`config.mk`:
```
export PLATFORM = sky130hd
export DESIGN_NAME = hex_display_arbiter
export DESIGN_NICKNAME = d
export VERILOG_FILES = /design/src/rtl/hex_display_arbiter.sv
export SDC_FILE = /design/constraint.sdc
export NUM_CORES = 1
export LEC_CHECK = 0
export CAP_MARGIN = 20
export CORE_AREA = 2 2 106 108
export DETAILED_ROUTE_END_ITERATION = 8
export DIE_AREA = 0 0 108 110
export DONT_BUFFER_PORTS = 1
export GPL_TIMING_DRIVEN = 0
export HOLD_SLACK_MARGIN = 0.05
export SLEW_MARGIN = 20
export SYNTH_ARGS = -nofsm -noshare
export SYNTH_HDL_FRONTEND = slang
export SYNTH_SLANG_ARGS = --single-unit
```
`constraint.sdc`:
```
create_clock -name CLOCK_50 -period 4.1 [get_ports CLOCK_50]
set_input_delay 1.23 -clock CLOCK_50 [delete_from_list [all_inputs] [get_ports CLOCK_50]]
set_output_delay 1.23 -clock CLOCK_50 [all_outputs]
set_load 0.1 [all_outputs]
```
`src/rtl/hex_display_arbiter.sv`:
```
// Round-robin arbiter sharing the three HEX digits between two 12-bit requesters,
// with a minimum dwell per grant and registered seven-segment decode.
module hex_display_arbiter #(
  parameter int DWELL = 50_000_000
) (
  input  logic        CLOCK_50,
  input  logic        RESET_N,
  input  logic [1:0]  REQ,
  input  logic [11:0] VAL0,
  input  logic [11:0] VAL1,
  output logic [1:0]  GNT,
  output logic        BUSY,
  output logic [7:0]  HEX0,
  output logic [7:0]  HEX1,
  output logic [7:0]  HEX2
);

  localparam int CNT_W = (DWELL > 1) ? $clog2(DWELL) : 1;
  localparam logic [CNT_W-1:0] RELOAD = CNT_W'(DWELL - 1);

  typedef enum logic [1:0] {IDLE, SHOW0, SHOW1} state_t;

  state_t           r_state, w_state_nxt;
  logic [CNT_W-1:0] r_cnt, w_cnt_nxt;
  logic             r_last, w_last_nxt;
  logic [1:0]       r_gnt, w_gnt_nxt;
  logic             r_busy;
  logic [7:0]       r_hex0, r_hex1, r_hex2;
  logic [7:0]       w_hex0, w_hex1, w_hex2;

  // Active-low segments, DP (bit 7) always off.
  function automatic logic [7:0] seg_decode(input logic [3:0] nib);
    logic [7:0] s;
    case (nib)
      4'h0: s = 8'hC0;  4'h1: s = 8'hF9;  4'h2: s = 8'hA4;  4'h3: s = 8'hB0;
      4'h4: s = 8'h99;  4'h5: s = 8'h92;  4'h6: s = 8'h82;  4'h7: s = 8'hF8;
      4'h8: s = 8'h80;  4'h9: s = 8'h90;  4'hA: s = 8'h88;  4'hB: s = 8'h83;
      4'hC: s = 8'hC6;  4'hD: s = 8'hA1;  4'hE: s = 8'h86;  default: s = 8'h8E;
    endcase
    return s;
  endfunction

  always_comb begin
    w_state_nxt = r_state;
    w_cnt_nxt   = r_cnt;
    w_last_nxt  = r_last;
    unique case (r_state)
      IDLE: begin
        case (REQ)
          2'b01:   w_state_nxt = SHOW0;
          2'b10:   w_state_nxt = SHOW1;
          2'b11:   w_state_nxt = r_last ? SHOW0 : SHOW1;
          default: w_state_nxt = IDLE;
        endcase
      end
      SHOW0: begin
        if (r_cnt != '0)  w_cnt_nxt   = r_cnt - CNT_W'(1);
        else if (REQ[1])  w_state_nxt = SHOW1;
        else if (REQ[0])  w_cnt_nxt   = RELOAD;
        else              w_state_nxt = IDLE;
      end
      SHOW1: begin
        if (r_cnt != '0)  w_cnt_nxt   = r_cnt - CNT_W'(1);
        else if (REQ[0])  w_state_nxt = SHOW0;
        else if (REQ[1])  w_cnt_nxt   = RELOAD;
        else              w_state_nxt = IDLE;
      end
      default: w_state_nxt = IDLE;
    endcase

    // A fresh grant (from IDLE or a handover) restarts the dwell and moves the pointer.
    if ((w_state_nxt != r_state) && (w_state_nxt != IDLE)) begin
      w_cnt_nxt  = RELOAD;
      w_last_nxt = (w_state_nxt == SHOW1);
    end
  end

  // Outputs follow the next state so grant and displayed digits switch together.
  always_comb begin
    w_gnt_nxt = 2'b00;
    w_hex0    = 8'hFF;
    w_hex1    = 8'hFF;
    w_hex2    = 8'hFF;
    case (w_state_nxt)
      SHOW0: begin
        w_gnt_nxt = 2'b01;
        w_hex2    = seg_decode(VAL0[11:8]);
        w_hex1    = seg_decode(VAL0[7:4]);
        w_hex0    = seg_decode(VAL0[3:0]);
      end
      SHOW1: begin
        w_gnt_nxt = 2'b10;
        w_hex2    = seg_decode(VAL1[11:8]);
        w_hex1    = seg_decode(VAL1[7:4]);
        w_hex0    = seg_decode(VAL1[3:0]);
      end
      default: ;
    endcase
  end

  always_ff @(posedge CLOCK_50 or negedge RESET_N) begin
    if (!RESET_N) begin
      r_state <= IDLE;
      r_cnt   <= '0;
      r_last  <= 1'b1;
      r_gnt   <= 2'b00;
      r_busy  <= 1'b0;
      r_hex0  <= 8'hFF;
      r_hex1  <= 8'hFF;
      r_hex2  <= 8'hFF;
    end else begin
      r_state <= w_state_nxt;
      r_cnt   <= w_cnt_nxt;
      r_last  <= w_last_nxt;
      r_gnt   <= w_gnt_nxt;
      r_busy  <= (w_state_nxt != IDLE);
      r_hex0  <= w_hex0;
      r_hex1  <= w_hex1;
      r_hex2  <= w_hex2;
    end
  end

  assign GNT  = r_gnt;
  assign BUSY = r_busy;
  assign HEX0 = r_hex0;
  assign HEX1 = r_hex1;
  assign HEX2 = r_hex2;

endmodule

```
==> impl_metrics.py <==
metrics = {
    "route": {
        "vias": 3725,
        "drtAntennaViolNets": 0,
        "avgRoutedWirePerCell_um": 15.93,
        "dr.pass1.iters": 4,
        "initialDrtViolationCount": 153,
        "route.detailed.drc": 0,
        "routed_via_density": 5.696,
        "wirelength_mm": 10.42,
    },
    "placement": {
        "placed_cells": 642,
        "port_buffers": 0,
        "place.gp.congestion": 0.8892,
        "hpwl_mm": 7.760,
    },
    "run_status": {
        "status": "finished clean",
    },
    "power": {
        "powerDensity_nw_per_um2": 713.4,
        "pwr-share-seq": 0.553,
        "p_clk_frac": 0.099,
        "power.total_mw": 3.311,
        "p_sw_mw": 1.955,
        "ir_drop_mv": 0.5544,
        "power.internal_mw": 1.355,
        "power.leakage_nw": 1.895,
        "combPwrFrac": 0.348,
        "sw_frac_of_total": 0.5906,
    },
    "logic_synthesis": {
        "netlist_instances": 500,
        "synth-edff-count": 0,
        "syn_avg_cell_area_um2": 8.638,
        "synth_top_area_frac": 0.1796,
        "ys_seq_area_frac": 0.3134,
        "ys_top_cells_by_area": "dfrtp_1 18%, dfstp_2 13%, ha_1 13%",
        "synth_warnings": 0,
        "yosysMostFrequentCell": "ha_1",
        "synth_area_leader_cell": "dfrtp_1",
        "synth_seq_cells": 53,
        "synth_cell_types": 61,
        "synthFlopType": "dfrtp_1",
        "synth_top_cells_by_count": "46 x ha_1, 36 x nand2_1, 35 x o21ai_0",
        "syn_area_um2": 4319,
        "async_flop_share": 1.000,
    },
    "grt": {
        "grt_pass1_wl_mm": 16.99,
        "track_usage": 0.1782,
        "overflow": 0,
        "grt_antenna_before_repair": 0,
        "grt_max_degree": 54,
        "grt_pass1_vias": 3590,
    },
    "worst_setup_path": {
        "r2r_start": "r_cnt[6]$_DFFE_PN0P_",
        "startpoint_type": "register",
        "r2r_slack_ns": 0.25,
        "crit_end": "r_cnt[6]$_DFFE_PN0P_",
        "rr_endpoint": "r_cnt[6]$_DFFE_PN0P_",
        "critical_path_class": "reg -> reg",
        "worstPathMaxFanout": 10,
        "critPathLaunch": "r_cnt[6]$_DFFE_PN0P_",
        "cp-end-kind": "register",
        "cp.arrival_ns": 4.06,
        "crit_required_ns": 4.32,
        "reg2regPathDepth": 11,
    },
    "clocking": {
        "cts_buffer_depth": 2,
        "clock-sinks": 53,
        "ctsHtreeMaxLevel": 2,
        "clk_latency_ns": 0.31,
        "holdBufCountCts": 0,
        "root_buffer": "clkbuf_8",
        "clk_pin_slew_ns": 0.11,
        "cts_tree": "done",
        "numCtsBuffers": 5,
    },
    "timing": {
        "finalMaxSlewViolations": 0,
        "hold_violations": 0,
        "layout_min_cycle_time_ns": 3.848,
        "fin_hold_ws_ns": 0.5355,
        "worstMarginPinSlew_ns": 0.9140,
        "fmax_mhz": 259.9,
        "slew_headroom": 0.3911,
        "fin_skew_ns": 0.01493,
        "setup_viol": 0,
        "post-route-period-util": 0.9385,
    },
    "floorplanning": {
        "core_region_area_um2": 10700,
        "num_rows": 38,
        "die_w_um": 108,
        "die_h_um": 110,
        "boundaryPins": 55,
        "die_area_um2": 11880,
        "start_util": 0.4037,
    },
    "layout": {
        "fin_nets": 587,
        "post_route_cells_drive_above_1_share": 0.1148,
        "antenna_cells": 0,
        "instances_no_fill": 654,
        "area_growth_pct": 7.445,
        "fillers": 1095,
    },
    "flow_run": {
        "drv_cap": 0,
    },
    "min_path": {
        "hold_path_class": "reg -> reg",
    },
}
-- metal layers --
metal  GRT usage  vias up  wire [µm]
met1      0.2172     1805       4453
met3     0.03880       13        492
li1            -     1828          -
met5           0        -          0
met4     0.04487        0        136
met2      0.3203       79       5333
-- critical path, cell delays in order (launching register included) --
cell and delay (ns):
dfrtp_1 0.47, nor4_4 0.51, nand4_1 0.32, or3_1 0.50, mux2_2 0.31, o21a_1 0.21, ha_1 0.26, o21ba_2 0.23
a31oi_1 0.26, o22ai_2 0.17, buf_2 0.22, o31ai_1 0.27
-- flip-flops by register name, summed over array words and instances, names as in the netlist --
name     flops
r_cnt       26
HEX0         7
HEX1         7
HEX2         7
GNT          2
r_state      2
BUSY         1
r_last       1
-- worst min-delay path by stage --
stage,from,endpoint,cells after the start
6_report,r_cnt[23]$_DFFE_PN0P_,r_cnt[23]$_DFFE_PN0P_,1
5_1_grt,r_cnt[17]$_DFFE_PN0P_,r_cnt[17]$_DFFE_PN0P_,1
4_1_cts,r_cnt[17]$_DFFE_PN0P_,r_cnt[17]$_DFFE_PN0P_,1
3_5_place_dp,r_cnt[17]$_DFFE_PN0P_,r_cnt[17]$_DFFE_PN0P_,1
3_3_place_gp,r_cnt[10]$_DFFE_PN0P_,r_cnt[10]$_DFFE_PN0P_,1
2_1_floorplan,r_cnt[24]$_DFFE_PN0P_,r_cnt[24]$_DFFE_PN0P_,1
-- timing repair --
item	in CTS	in global routing
setup buffers	1	3
resized for setup	1	1
setup endpoints to repair	25	25
pin swaps	1	1
-- cell usage in the layout, fill, tap and decap left out, types with 9 or more instances in the layout --
cell type | netlist | final
a21oi_1 | 21 | 21
a22oi_1 | 14 | 14
a31oi_1 | 9 | 9
clkbuf_1 | 22 | 22
dfrtp_1 | 31 | 31
dfstp_2 | 22 | 22
ha_1 | 46 | 46
inv_1 | 32 | 32
nand2_1 | 36 | 36
nand2b_1 | 13 | 13
nand3_1 | 17 | 17
nor2_1 | 34 | 34
nor2b_1 | 25 | 25
nor3_1 | 14 | 14
nor4_1 | 11 | 11
o21ai_0 | 35 | 35
o31ai_1 | 14 | 14
-- stage by stage --
step / setup WS (ns) / setup TNS, ns / cell area [µm²] / utilization
3_3_place_gp: -0.3594 / -4.277 / 4502 / 0.4208
2_1_floorplan: 0.5714 / 0 / 4327 / -
6_report: 0.2523 / 0 / 4641 / 0.4338
3_5_place_dp: -0.3469 / -4.060 / 4502 / 0.4208
5_1_grt: -0.007075 / -0.007075 / 4641 / 0.4338
4_1_cts: 0.1177 / 0 / 4612 / 0.4311
-- power groups by stage --
stage / clock network [mW] / logic, mW / registers (mW)
after floorplan: 0 / 0.840 / 1.80
after global placement: 0 / 1.11 / 1.84
after detailed placement: 0 / 1.13 / 1.84
after CTS: 0.338 / 1.15 / 1.83
after global routing: 0.367 / 1.27 / 1.86
final: 0.328 / 1.15 / 1.83
-- layout make-up --
| class | count | area, µm² | area share |
|---|---|---|---|
| Sequential cell | 53 | 1354 | 0.2917 |
| Tap cell | 140 | 175.2 | 0.03775 |
| Timing Repair Buffer | 4 | 30.03 | 0.006471 |
| Buffer | 31 | 137.6 | 0.02966 |
| Clock buffer | 6 | 82.58 | 0.01779 |
| Multi-Input combinational cell | 386 | 2726 | 0.5875 |
| Clock inverter | 2 | 15.01 | 0.003235 |
| Inverter | 32 | 120.1 | 0.02588 |
-- kinds of logic after synthesis --
kind of cell               after synthesis  share of synthesized area
AOI/OAI and AO/OA                      147                     0.2303
and+or+nand+nor                        179                     0.2193
xor gates and xnor gates                 1                   0.002028
other                                    1                  0.0008682
muxes                                   10                    0.04114
adders and majority gates               46                     0.1333
buffers and inverters                   63                    0.05968
DFF                                     53                     0.3134
No activity file was read; power rests on OpenSTA's default activity.
